===== config.mk =====
export PLATFORM = sky130hd
export DESIGN_NAME = fetch_if_flat
export DESIGN_NICKNAME = d
export VERILOG_FILES = /design/src/rtl/fetch_if_if.sv /design/src/rtl/fetch_if.sv /design/src/flat_wrapper.sv
export SDC_FILE = /design/constraint.sdc
export NUM_CORES = 1
export LEC_CHECK = 0
export BUFFER_PORTS_ARGS = -buffer_cell sky130_fd_sc_hd__buf_2
export CORE_UTILIZATION = 58
export DETAILED_ROUTE_END_ITERATION = 10
export PLACE_DENSITY = 0.78
export RECOVER_POWER = 25
export SLEW_MARGIN = 5
export SYNTH_ARGS = -nofsm -noshare
export SYNTH_HDL_FRONTEND = slang
export SYNTH_SLANG_ARGS = --single-unit

===== constraint.sdc =====
create_clock -name i_clk -period 4.2 [get_ports i_clk]
set_input_delay 0.21 -clock i_clk [delete_from_list [all_inputs] [get_ports i_clk]]
set_output_delay 0.21 -clock i_clk [all_outputs]
set_load 0.1 [all_outputs]

===== src/rtl/fetch_if_if.sv =====
// fetch_if_if: redirect, instruction-memory and decode handshake signals of the fetch stage
interface fetch_if_if;
  logic        i_redirect;
  logic [63:0] i_redirect_pc;
  logic        o_imem_req;
  logic [63:0] o_imem_addr;
  logic        i_imem_gnt;
  logic        i_imem_rvalid;
  logic [31:0] i_imem_rdata;
  logic        o_if_valid;
  logic [31:0] o_if_instr;
  logic [63:0] o_if_pc;
  logic        i_id_ready;
  logic        o_if_misaligned;
  modport master (
    input  i_redirect, i_redirect_pc, i_imem_gnt, i_imem_rvalid, i_imem_rdata, i_id_ready,
    output o_imem_req, o_imem_addr, o_if_valid, o_if_instr, o_if_pc, o_if_misaligned
  );
  modport slave (
    output i_redirect, i_redirect_pc, i_imem_gnt, i_imem_rvalid, i_imem_rdata, i_id_ready,
    input  o_imem_req, o_imem_addr, o_if_valid, o_if_instr, o_if_pc, o_if_misaligned
  );
endinterface


===== src/rtl/fetch_if.sv =====
// fetch_if: fetch PC, imem requests, prefetch FIFO toward decode, redirect flush; CH0RE_IF_MISALIGN_CHECK_EN enables the misaligned-redirect fault
module fetch_if #(
  parameter logic [63:0] BOOT_ADDR  = 64'h0000_0000_8000_0000,
  parameter int          FIFO_DEPTH = 4
) (
  input logic        i_clk,
  input logic        i_rst_n,
  fetch_if_if.master bus
);
  localparam int AW = $clog2(FIFO_DEPTH);
  localparam int CW = AW + 1;
  localparam logic [CW:0] DEPTH_W = (CW+1)'(FIFO_DEPTH);
  logic [63:0]   fetch_pc, resp_pc, target;
  logic [CW-1:0] count, in_flight, discard;
  logic [AW-1:0] wptr, rptr;
  logic [31:0]   instr_q [FIFO_DEPTH];
  logic [63:0]   pc_q [FIFO_DEPTH];
  logic [CW:0]   occupancy;
  logic          mis, mis_next, req, valid, fire, push, pop, rv;
`ifdef CH0RE_IF_MISALIGN_CHECK_EN
  assign target              = bus.i_redirect_pc;
  assign mis_next            = |bus.i_redirect_pc[1:0];
  assign bus.o_if_misaligned = mis;
`else
  assign target              = {bus.i_redirect_pc[63:2], 2'b00};
  assign mis_next            = 1'b0;
  assign bus.o_if_misaligned = 1'b0;
`endif
  // Requests reserve a FIFO slot up front, so in-flight plus buffered never exceeds the depth
  always_comb begin
    rv        = bus.i_imem_rvalid;
    occupancy = {1'b0, in_flight} + {1'b0, count};
    req       = i_rst_n & (occupancy < DEPTH_W) & ~bus.i_redirect & ~mis;
    valid     = i_rst_n & (count != '0);
    fire      = req & bus.i_imem_gnt;
    push      = i_rst_n & rv & (discard == '0) & ~bus.i_redirect;
    pop       = valid & bus.i_id_ready & ~bus.i_redirect;
  end
  assign bus.o_imem_req  = req;
  assign bus.o_imem_addr = fetch_pc;
  assign bus.o_if_valid  = valid;
  assign bus.o_if_instr  = valid ? instr_q[rptr] : 32'd0;
  assign bus.o_if_pc     = valid ? pc_q[rptr] : 64'd0;
  // PCs, occupancy counters and fault flag; a redirect turns every outstanding response into a discard
  always_ff @(posedge i_clk) begin
    if (!i_rst_n) begin
      fetch_pc  <= BOOT_ADDR;
      resp_pc   <= BOOT_ADDR;
      count     <= '0;
      in_flight <= '0;
      discard   <= '0;
      wptr      <= '0;
      rptr      <= '0;
      mis       <= 1'b0;
    end else if (bus.i_redirect) begin
      fetch_pc  <= target;
      resp_pc   <= target;
      count     <= '0;
      wptr      <= '0;
      rptr      <= '0;
      in_flight <= in_flight - CW'(rv);
      discard   <= in_flight - CW'(rv);
      mis       <= mis_next;
    end else begin
      fetch_pc  <= fire ? fetch_pc + 64'd4 : fetch_pc;
      resp_pc   <= push ? resp_pc + 64'd4 : resp_pc;
      count     <= count + CW'(push) - CW'(pop);
      in_flight <= in_flight + CW'(fire) - CW'(rv);
      discard   <= (rv && discard != '0) ? discard - CW'(1) : discard;
      wptr      <= push ? wptr + AW'(1) : wptr;
      rptr      <= pop ? rptr + AW'(1) : rptr;
    end
  end
  // FIFO storage; each accepted word is tagged with the PC it was fetched from
  always_ff @(posedge i_clk) begin
    if (push) begin
      instr_q[wptr] <= bus.i_imem_rdata;
      pc_q[wptr]    <= resp_pc;
    end
  end
endmodule


===== src/flat_wrapper.sv =====
// flat-port wrapper written by rule: the top's interface ports become plain ports
module fetch_if_flat 
#(
  parameter logic [63:0] BOOT_ADDR  = 64'h0000_0000_8000_0000,
  parameter int          FIFO_DEPTH = 4
)
  (i_clk, i_rst_n, bus_i_redirect, bus_i_redirect_pc, bus_i_imem_gnt, bus_i_imem_rvalid, bus_i_imem_rdata, bus_i_id_ready, bus_o_imem_req, bus_o_imem_addr, bus_o_if_valid, bus_o_if_instr, bus_o_if_pc, bus_o_if_misaligned);
  fetch_if_if bus_i ();
  input logic i_clk;
  input logic i_rst_n;
  input wire logic [$bits(bus_i.i_redirect)-1:0] bus_i_redirect;
  input wire logic [$bits(bus_i.i_redirect_pc)-1:0] bus_i_redirect_pc;
  input wire logic [$bits(bus_i.i_imem_gnt)-1:0] bus_i_imem_gnt;
  input wire logic [$bits(bus_i.i_imem_rvalid)-1:0] bus_i_imem_rvalid;
  input wire logic [$bits(bus_i.i_imem_rdata)-1:0] bus_i_imem_rdata;
  input wire logic [$bits(bus_i.i_id_ready)-1:0] bus_i_id_ready;
  output wire logic [$bits(bus_i.o_imem_req)-1:0] bus_o_imem_req;
  output wire logic [$bits(bus_i.o_imem_addr)-1:0] bus_o_imem_addr;
  output wire logic [$bits(bus_i.o_if_valid)-1:0] bus_o_if_valid;
  output wire logic [$bits(bus_i.o_if_instr)-1:0] bus_o_if_instr;
  output wire logic [$bits(bus_i.o_if_pc)-1:0] bus_o_if_pc;
  output wire logic [$bits(bus_i.o_if_misaligned)-1:0] bus_o_if_misaligned;
  assign bus_i.i_redirect = bus_i_redirect;
  assign bus_i.i_redirect_pc = bus_i_redirect_pc;
  assign bus_i.i_imem_gnt = bus_i_imem_gnt;
  assign bus_i.i_imem_rvalid = bus_i_imem_rvalid;
  assign bus_i.i_imem_rdata = bus_i_imem_rdata;
  assign bus_i.i_id_ready = bus_i_id_ready;
  assign bus_o_imem_req = bus_i.o_imem_req;
  assign bus_o_imem_addr = bus_i.o_imem_addr;
  assign bus_o_if_valid = bus_i.o_if_valid;
  assign bus_o_if_instr = bus_i.o_if_instr;
  assign bus_o_if_pc = bus_i.o_if_pc;
  assign bus_o_if_misaligned = bus_i.o_if_misaligned;
  fetch_if #(.BOOT_ADDR(BOOT_ADDR), .FIFO_DEPTH(FIFO_DEPTH)) u_core (.i_clk(i_clk), .i_rst_n(i_rst_n), .bus(bus_i));
endmodule

==> results of run 1 <==
==> metrics by stage <==
step | cells | hold slack [ns]
detailed placement | 2387 | 0.432
finish | 2560 | 0.0316
CTS | 2559 | 0.000587
floorplan | 1700 | 0.309
global route | 2560 | 0.0125
global placement | 2387 | 0.421
==> metal layers <==
metal  up-vias  wire length, um  global-route usage
li1       7268                -                   -
met1      8003            23300               0.414
met2       843            27000               0.457
met3       110             5900              0.0582
met4         0             2060               0.123
met5         -                0                   0
==> worst max path at each step <==
stage	slack, ns	from	endpoint
4_1_cts	1.21	register	bus_o_if_pc[51]
3_3_place_gp	1.29	bus_i_redirect	u_core.in_flight[2]$_SDFF_PN0_
2_1_floorplan	0.23	i_rst_n	bus_o_imem_req
6_report	1.28	register	bus_o_if_pc[52]
3_5_place_dp	1.23	bus_i_redirect	u_core.bus.o_imem_addr[38]$_SDFFE_PN0P_
5_1_grt	1.02	u_core.in_flight[1]$_SDFF_PN0_	u_core.bus.o_imem_addr[38]$_SDFFE_PN0P_
==> what timing repair did <==
action | in CTS | in global routing
hold buffers | 76 | 0
buffers inserted | 0 | 0
endpoints found under the setup margin | 0 | 0
hold endpoints to repair | 205 | 0
==> power by group <==
part / total (uW) / leakage, uW / internal [uW] / switching, uW
sequential: 5780 / 0.00458 / 5590 / 187
clock: 4320 / 0.000764 / 2410 / 1910
combinational: 996 / 0.00437 / 274 / 722
total: 11100 / 0.00972 / 8270 / 2820
==> area by class of cell <==
type | instances | area (um^2)
antenna | 1 | 2.50
sequential | 515 | 14100
clock inverter | 31 | 225
timing repair buffer | 368 | 2370
inverter | 25 | 95.1
fill | 2619 | 11200
clock buffer | 65 | 1350
tap | 511 | 639
multi-input combinational | 1044 | 7940
==> logic make-up after synthesis <==
kind of cell             synth area share
AND/OR/NAND/NOR                     0.155
adder cells (fa/ha/maj)            0.0107
buffers and inverters              0.0253
flip-flops                          0.624
multiplexers                       0.0968
AO/OA/AOI/OAI                      0.0711
XOR/XNOR                           0.0167
other                            0.000166
==> registers in the layout (all words and copies together), names as in the netlist, named ones only <==
signal,flops
u_core.resp_pc,62
u_core.count,3
u_core.in_flight,3
u_core.wptr,2
u_core.pc_q,248
u_core.rptr,2
u_core.bus.o_imem_addr,62
u_core.instr_q,128
u_core.discard,3
==> layout by cell type, fill, tap and decap left out, drive strengths merged, types with 13 or more instances in the layout <==
| master | synthesis | final |
|---|---|---|
| xnor2 | 17 | 17 |
| xor2 | 26 | 26 |
| and3 | 126 | 126 |
| or4 | 13 | 13 |
| clkbuf | 85 | 97 |
| nor4b | 17 | 17 |
| nor4 | 21 | 21 |
| nand4 | 55 | 55 |
| mux4 | 94 | 94 |
| or3 | 21 | 21 |
| and2 | 15 | 15 |
| a211oi | 16 | 16 |
| inv | 23 | 24 |
| dlygate4sd3 | 0 | 76 |
| ha | 16 | 16 |
| o21ai | 87 | 87 |
| edfxtp | 376 | 376 |
| dfxtp | 139 | 139 |
| nand2 | 128 | 128 |
| and4 | 18 | 18 |
| buf | 31 | 260 |
| nor3 | 37 | 37 |
| clkinv | 2 | 25 |
| nor2 | 66 | 66 |
| a21oi | 57 | 57 |
| nand3 | 79 | 79 |
| a31oi | 29 | 29 |
==> worst max-delay path, cell delays in order (launching register included) <==
cell	delay [ns]
dfxtp_4	0.79
buf_12	0.35
mux4_2	0.27
and3_1	0.19
buf_2	0.44
==> metrics.md, run 1 <==
| Metric | Value |
|---|---|
| Flop2flop setup slack | `1.33 ns` |
| Vias per Instance | `6.34` |
| PostCTS Resize Cnt | `0` |
| GRT Residual Overflow | `0` |
| Clock Sinks | `approximately 520` |
| Clock-pin slew on the worst setup and hold paths | `0.06 ns` |
| Max frequency | `0.342 GHz` |
| Crit. End Element | `output pin` |
| Htree depth | `2` |
| R2R Path Start | `u_core.count[1]$_SDFF_PP0_` |
| First drt pass iteration count | `5` |
| Tightest Pin Transition | `about 1.2 ns` |
| Final setup violating endpoints | `0` |
| Leak | `about 0.0097 uW` |
| Cell area after layout | `0.0267 mm^2` |
| R2R cell count | `7` |
| Most frequent cell after synthesis | `edfxtp_1` |
| Pre-CTS setup slack | `1.23 ns` |
| Synth Area per Inst | `13.3 um^2` |
| Final Critical Period | `approximately 2.9 ns` |
| Setup TNS | `0 ns` |
| TritonCTS buffer count | `51` |
| CP Launch Type | `register` |
| Dominant cells by area after synthesis | `edfxtp_1 50%, dfxtp_1 12%, mux4_2 9.4%` |
| Synth Cell Area | `about 0.023 mm^2` |
| Final ANT Viol Nets | `0` |
| Dpl hpwl | `36,900 um` |
| Synth cell types | `70` |
| Area grow syn2layout | `18.5%` |
| Hold path cells | `3` |
| Async S/R FF share, synth | `0` |
| Worst min-delay path category | `in2reg` |
| Fin nets | `2,125` |
| Share of cells above drive strength 1 | `0.227` |
| Final core occ | `0.704` |
| Area leader, netlist | `edfxtp_1` |
| CTS root buf | `clkbuf_16` |
| CTS Buffer Depth | `3` |
| Worst-Skew Late Latency | `0.60 ns` |
| Kind of critical path | `reg2out` |
| Vias | `16.2k` |
| EDFF count, synth | `376` |
| Area post-placement | `0.0244 mm^2` |
| CTS tree | `yes` |
| Die H | `199 um` |
| Status | `finished, final reports clean` |
| Dominant synthesized flop cell | `edfxtp_1` |
| WL/cell | `between 20 and 25 um` |
| IO Pins | `between 200 and 300` |
| Hold wc startpoint | `bus_i_redirect_pc[43]` |
| Sequential-to-total area share from yosys stat | `0.624` |
| Total GRT Usage | `0.296` |
| Worst-path maximum fanout | `52` |
| Layout Skew | `0.0215 ns` |
| Power per Cell Area | `415 mW/mm^2` |
| Die area | `0.0397 mm^2` |
| Synth top cells by count | `376 x edfxtp_1, 139 x dfxtp_1, 128 x nand2_1` |
| # rows | `71` |
| Count of input and output buffers | `257` |
| Core ar. | `0.0379 mm^2` |
| Yosys warns | `0` |
| WL final | `58,300 um` |
| Synth Register Bits | `~520` |
| Arrival @ worst endpoint | `roughly 2.7 ns` |
| Vias in the first global route | `between 15k and 20k` |
| Die X | `199 um` |
| Routability-driven placement congestion ratio | `0.898` |
| Max_cap viols | `0` |
| RSZ-0062 raised after global routing | `false` |
| CP Data Required Time | `3.99 ns` |
| Period utilization | `0.695` |
| Initial DRC Count | `1,445` |
| Hold EP | `u_core.bus.o_imem_addr[43]$_SDFFE_PN0P_` |
| Starting Density | `0.594` |
| First-pass GRT wire length | `approximately 90,000 um` |
| Fin. Hold Viols | `0` |
| PnR Total Power | `11,100 uW` |
| Synth Instances | `1,696` |
| Max IR drop VDD | `341 uV` |
| Largest net degree at the start of global routing | `96` |
| Final Slew Violations | `0` |
| R2R Path End | `u_core.bus.o_imem_addr[18]$_SDFFE_PN0P_` |
| Drt drc | `0` |
| Final worst slack | `1.28 ns` |
| Rel. slew slack | `0.206` |
| Initial antenna violation count | `1` |
| Yosys top cell area share | `0.501` |
(Power assumes the default switching activity.)
==> run 2, diff against run 1 <==
- ABC_AREA: not set -> 1
- CORE_UTILIZATION: 58 -> 53
- PLACE_DENSITY: 0.78 -> 0.75
- clock period: 4.2 -> 2.5 ns (I/O delays scaled with it)
==> metrics.md, run 2 <==
| Metric | Value |
|---|---|
| Status | `finished, final reports clean` |
| EDFF count, synth | `376` |
| TritonCTS buffer count | `51` |
| Async S/R FF share, synth | `0` |
| GRT Residual Overflow | `0` |
| Hold EP | `u_core.resp_pc[59]$_SDFFE_PN0P_` |
| Starting Density | `0.536` |
| Main combinational cell family by area after synthesis | `simple AND/OR/NAND/NOR gates` |
| Layout Skew | `0.0246 ns` |
| Yosys top cell area share | `0.465` |
| RSZ-0062 raised after global routing | `true` |
| Kind of critical path | `reg2out` |
| # rows | `78` |
| Worst-Skew Late Latency | `0.60 ns` |
| Setup TNS | `0 ns` |
| Largest register FFs | `248` |
| Die area | `0.0466 mm^2` |
| Initial antenna violation count | `0` |
| Dpl hpwl | `around 52,000 um` |
| Initial DRC Count | `2,175` |
| Synth cell types | `41` |
| Vias | `about 21k` |
| Biggest regs | `u_core.pc_q: 248 flops, u_core.instr_q: 128 flops` |
| R2R Path End | `u_core.resp_pc[62]$_SDFFE_PN0P_` |
| Most frequent cells in the layout | `644 x nor2_1, 492 x nand2_1, 376 x edfxtp_1, 258 x o21ai_0, 195 x inv_1` |
| Die H | `216 um` |
| Fin. Hold Viols | `0` |
| Sequential-to-total area share from yosys stat | `0.580` |
| WHS | `0.0286 ns` |
| Final setup violating endpoints | `0` |
| Drt drc | `0` |
| Max_cap viols | `0` |
| Area leader, netlist | `edfxtp_1` |
| Routability-driven placement congestion ratio | `between 1 and 1.5` |
| Crit. End Element | `output pin` |
| Area grow syn2layout | `28.5%` |
| First-pass GRT wire length | `116,000 um` |
| Leak | `0.0112 uW` |
| Final Slew Violations | `0` |
| Max IR drop VDD | `about 560 uV` |
| Synth Area per Inst | `between 8 and 9 um^2` |
| Htree depth | `2` |
| CTS Buffer Depth | `3` |
| Period utilization | `0.989` |
| Tightest Pin Transition | `around 0.84 ns` |
| Yosys warns | `0` |
| Ant diodes | `0` |
| WL final | `75,600 um` |
| Reg with most FFs | `u_core.pc_q` |
| CP Launch Type | `register` |
| Max frequency | `0.404 GHz` |
| Dominant cells by area after synthesis | `edfxtp_1 47%, dfxtp_1 11%, nor2_1 10%` |
| Largest net degree at the start of global routing | `95` |
| Synth Register Bits | `515` |
| Rel. slew slack | `0.438` |
| Synth top cells by count | `648 x nor2_1, 493 x nand2_1, 376 x edfxtp_1` |
| Hold wc startpoint | `bus_i_redirect_pc[59]` |
| Final core occ | `0.688` |
| Clock-pin slew on the worst setup and hold paths | `0.06 ns` |
| Worst-path maximum fanout | `94` |
| Xor/xnor cell area share of the yosys netlist | `0.0195` |
| Dominant synthesized flop cell | `edfxtp_1` |
| Vias per Instance | `5.65` |
| Share of cells above drive strength 1 | `0.169` |
| Final Critical Period | `2.47 ns` |
| Post-synthesis simple-gate area fraction | `0.221` |
| CTS tree | `yes` |
| Mux share of post-synthesis cell area | `0` |
| Fin nets | `between 3k and 4k` |
| Post-synthesis adder-cell area fraction | `0.00990` |
| CP Data Required Time | `between 2 and 2.5 ns` |
| Hold path cells | `5` |
| Leading cell type in the layout, fill and taps excluded | `nor2_1` |
| WL/cell | `20.0 um` |
| Core ar. | `between 0.04 and 0.05 mm^2` |
| First drt pass iteration count | `6` |
| Flop2flop setup slack | `0.27 ns` |
| Clock Sinks | `515` |
| Count of input and output buffers | `~260` |
| Total GRT Usage | `0.324` |
| Vias in the first global route | `approximately 21k` |
| Die X | `216 um` |
| Compound-Gate Fraction of Synth Area | `0.114` |
| CTS root buf | `clkbuf_16` |
| Worst min-delay path category | `in2reg` |
| Arrival @ worst endpoint | `2.35 ns` |
| R2R cell count | `9` |
| Final ANT Viol Nets | `0` |
| R2R Path Start | `u_core.resp_pc[25]$_SDFFE_PN0P_` |
| Most frequent cell after synthesis | `nor2_1` |
| Synth Cell Area | `0.0243 mm^2` |
| Power per Cell Area | `about 630 mW/mm^2` |
| IO Pins | `265` |
| Synth Instances | `2,777` |
[run 2: cell count changes after synthesis, sizes merged, moves of 20 or more]
cell    change
nor4       -20
nand2     +372
a21oi     +124
nand4      -25
mux4       -94
or3        -21
clkbuf     -21
inv       +183
buf        +28
nand3      +29
o21ai     +201
and3      -126
nor2      +599
[run 2: metal layers]
layer,wire length [um],vias up,GRT usage
met3,5720,193,0.0396
met2,36000,1030,0.541
met4,4050,0,0.169
li1,-,10024,-
met5,0,-,0
met1,29900,10104,0.416
[run 2: how the worst max path moves through the flow]
stage,startpoint,to,slack [ns],cells past startpoint
after CTS,u_core.count[2]$_SDFF_PP0_,bus_o_if_pc[20],0.004,4
after detailed placement,u_core.count[1]$_SDFF_PP0_,u_core.in_flight[2]$_SDFF_PN0_,0.32,13
after global placement,u_core.count[1]$_SDFF_PP0_,u_core.in_flight[2]$_SDFF_PN0_,0.33,13
final,u_core.count[2]$_SDFF_PP0_,bus_o_if_pc[45],0.03,4
after floorplan,u_core.discard[0]$_SDFFE_PN0P_,u_core.instr_q[0][0]$_DFFE_PP_,-0.32,6
after global routing,register,bus_o_if_pc[14],-0.03,5
[run 2: logic make-up (layout without fill, tap and decap cells)]
group,after synthesis,count (layout)
flip-flops,515,515
other,1,5
XOR/XNOR,54,54
buffers and inverters,329,729
AND/OR/NAND/NOR,1328,1328
AO/OA/AOI/OAI,532,532
adder cells (fa/ha/maj),18,18
[run 2: through the flow]
step | power [uW] | worst slack [ns] | std cells | area (um^2)
global route | 20300 | -0.0274 | 3781 | 31200
finish | 19700 | 0.0272 | 3781 | 31200
detailed placement | 11600 | 0.320 | 3591 | 28500
floorplan | 11000 | -0.321 | 2781 | 24700
CTS | 19800 | 0.00430 | 3781 | 31200
global placement | 11600 | 0.333 | 3591 | 28500
[run 2: timing repair]
item | 4_1_cts | 5_1_grt
hold endpoints to repair | 239 | 0
hold buffers | 94 | 0
resized for setup | 5 | 4
setup buffers | 1 | 0
setup endpoints to repair | 55 | 17
pin swaps | 0 | 2
[run 2: area by class of cell]
cell class | instances | area, um^2
Inverter | 206 | 786
Tap cell | 600 | 751
Clock inverter | 35 | 407
Sequential cell | 515 | 14100
Fill cell | 3543 | 14100
Clock buffer | 60 | 1380
Timing Repair Buffer | 428 | 4450
Multi-Input combinational cell | 1937 | 9300
[run 2: critical path, cell delays in order, from the launching register on]
cell and delay, ns:
dfxtp_2 0.35, o31ai_4 0.32, buf_12 0.52, a21oi_2 0.15, buf_12 0.23
[run 2: report_power, final]
group / switching, uW / internal, uW
Sequential: 262 / 9370
Combinational: 1400 / 562
Clock: 3320 / 4800
Total: 4980 / 14700
==> run 3, diff against run 2 <==
- CORE_UTILIZATION: 53 -> 26
- PLACE_DENSITY: 0.75 -> 0.42
- SETUP_SLACK_MARGIN: not set -> 0.2
==> metrics.md, run 3 (same netlist as run 2, synthesis figures left out) <==
| Metric | Value |
|---|---|
| First-pass GRT wire length | `135,000 um` |
| Crit. End Element | `output pin` |
| Starting Density | `0.264` |
| Vias | `about 21k` |
| Largest net degree at the start of global routing | `73` |
| Fin. Hold Viols | `0` |
| GRT Residual Overflow | `0` |
| Share of cells above drive strength 1 | `0.197` |
| Area grow syn2layout | `40.2%` |
| Biggest regs | `u_core.pc_q: 248 flops, u_core.instr_q: 128 flops` |
| Final setup violating endpoints | `0` |
| Clock-pin slew on the worst setup and hold paths | `0.06 ns` |
| # rows | `111` |
| Largest register FFs | `248` |
| WL final | `95,900 um` |
| Slowest stage cell, crit path | `dfxtp_4` |
| Drt drc | `0` |
| Initial DRC Count | `about 1.5k` |
| CTS root buf | `clkbuf_16` |
| Routability-driven placement congestion ratio | `0.922` |
| CTS Buffer Depth | `3` |
| Leak | `0.0121 uW` |
| WL/cell | `21.2 um` |
| Count of input and output buffers | `approximately 260` |
| Setup TNS | `0 ns` |
| Period utilization | `0.949` |
| Max IR drop VDD | `609 uV` |
| Slowest cell delay on critical path | `0.39 ns` |
| Arrival @ worst endpoint | `2.25 ns` |
| Worst-path maximum fanout | `7` |
| Die area | `0.0945 mm^2` |
| Inst Count DP | `4,256` |
| Layout Skew | `about 0.046 ns` |
| Non-Filler Instances | `~4.5k` |
| Initial antenna violation count | `0` |
| TritonCTS buffer count | `61` |
| Final ANT Viol Nets | `0` |
| Crit path cell chain | `buf_8 > inv_16 > buf_16 > buf_12 > buf_16 > o21ai_4 > a21oi_2 > buf_12` |
| Core ar. | `0.0921 mm^2` |
| Tightest Pin Transition | `0.900 ns` |
| Final Slew Violations | `0` |
| Vias per Instance | `4.63` |
| Final Critical Period | `2.37 ns` |
| Reg with most FFs | `u_core.pc_q` |
| First drt pass iteration count | `5` |
| Die H | `307 um` |
| IO Pins | `265` |
| Most frequent cells in the layout | `623 x nor2_1, 491 x nand2_1, 376 x edfxtp_1, 198 x o21ai_0, 195 x inv_1` |
| Clock Sinks | `515` |
| Max_cap viols | `0` |
| Worst min-delay path category | `in2reg` |
| Power per Cell Area | `606 mW/mm^2` |
| Max frequency | `~0.42 GHz` |
| CP Data Required Time | `2.38 ns` |
| Die X | `307 um` |
| CTS tree | `yes` |
| Status | `finished, final reports clean` |
| Area post-placement | `0.0295 mm^2` |
| Worst-Skew Late Latency | `0.66 ns` |
| Kind of critical path | `reg2out` |
| Vias in the first global route | `just over 20k` |
| Total GRT Usage | `0.194` |
| Dpl hpwl | `60,900 um` |
| Cell area after layout | `approximately 0.034 mm^2` |
| Htree depth | `2` |
| CP Launch Type | `register` |
| Fin nets | `3,350` |
| Leading cell type in the layout, fill and taps excluded | `nor2_1` |
| RSZ-0062 raised after global routing | `true` |
| Rel. slew slack | `0.400` |
## run 3: repair_timing
action                                  CTS  global route
hold buffers                             98             0
pin swaps                                35            76
setup buffers                            15             2
endpoints found under the hold margin   249             0
gates resized for setup                  73            94
endpoints found under the setup margin   94           106
gates cloned                             22            17
## run 3: critical path, delay by kind of cell (launching register included)
kind	cells	cell delay, ns
flip-flops	1	0.39
buffers and inverters	6	0.89
AO/OA/AOI/OAI	2	0.26
## run 3: per-layer routing
| metal | up-vias | track usage | share of wire |
|---|---|---|---|
| met3 | 127 | 0.0317 | 0.044 |
| met2 | 556 | 0.323 | 0.48 |
| met4 | 0 | 0.0580 | 0.029 |
| li1 | 10232 | - | - |
| met5 | - | 0 | 0 |
| met1 | 10029 | 0.259 | 0.45 |
## run 3: report_power, final
group	switching [uW]	leakage [uW]	internal, uW
logic	1460	0.00655	604
registers	257	0.00459	9380
clock network	3700	0.000975	5200
## run 3: through the flow
stage	power, uW	hold WS (ns)	utilization	setup slack [ns]
finish	20600	0.0866	0.369	0.128
global route	21300	0.0692	0.369	0.0642
CTS	20800	0.00976	0.363	0.105
detailed placement	11700	0.345	0.320	0.310
global placement	11700	0.341	0.320	0.302
floorplan	11000	0.224	-	-0.321
## run 3: path summary, 6_finish.rpt
path         slack [ns]  cells after the start                               to                        start
min                0.09                      5  u_core.resp_pc[43]$_SDFFE_PN0P_        bus_i_redirect_pc[43]
max                0.13                      8               bus_o_if_instr[13]                     register
min reg2reg        0.48                      2                         register  u_core.rptr[1]$_SDFFE_PP0P_
max reg2reg        0.32                     11       u_core.count[2]$_SDFF_PP0_   u_core.count[0]$_SDFF_PP0_
## run 3: layout make-up
type                       instances  area, um^2
multi-input combinational       1937        9500
antenna                            1        2.50
clock inverter                    31         309
fill                            9308       58100
sequential                       515       14100
tap                             1243        1560
inverter                         206         812
clock buffer                      83        1680
timing repair inverter             1        8.76
timing repair buffer             508        6050
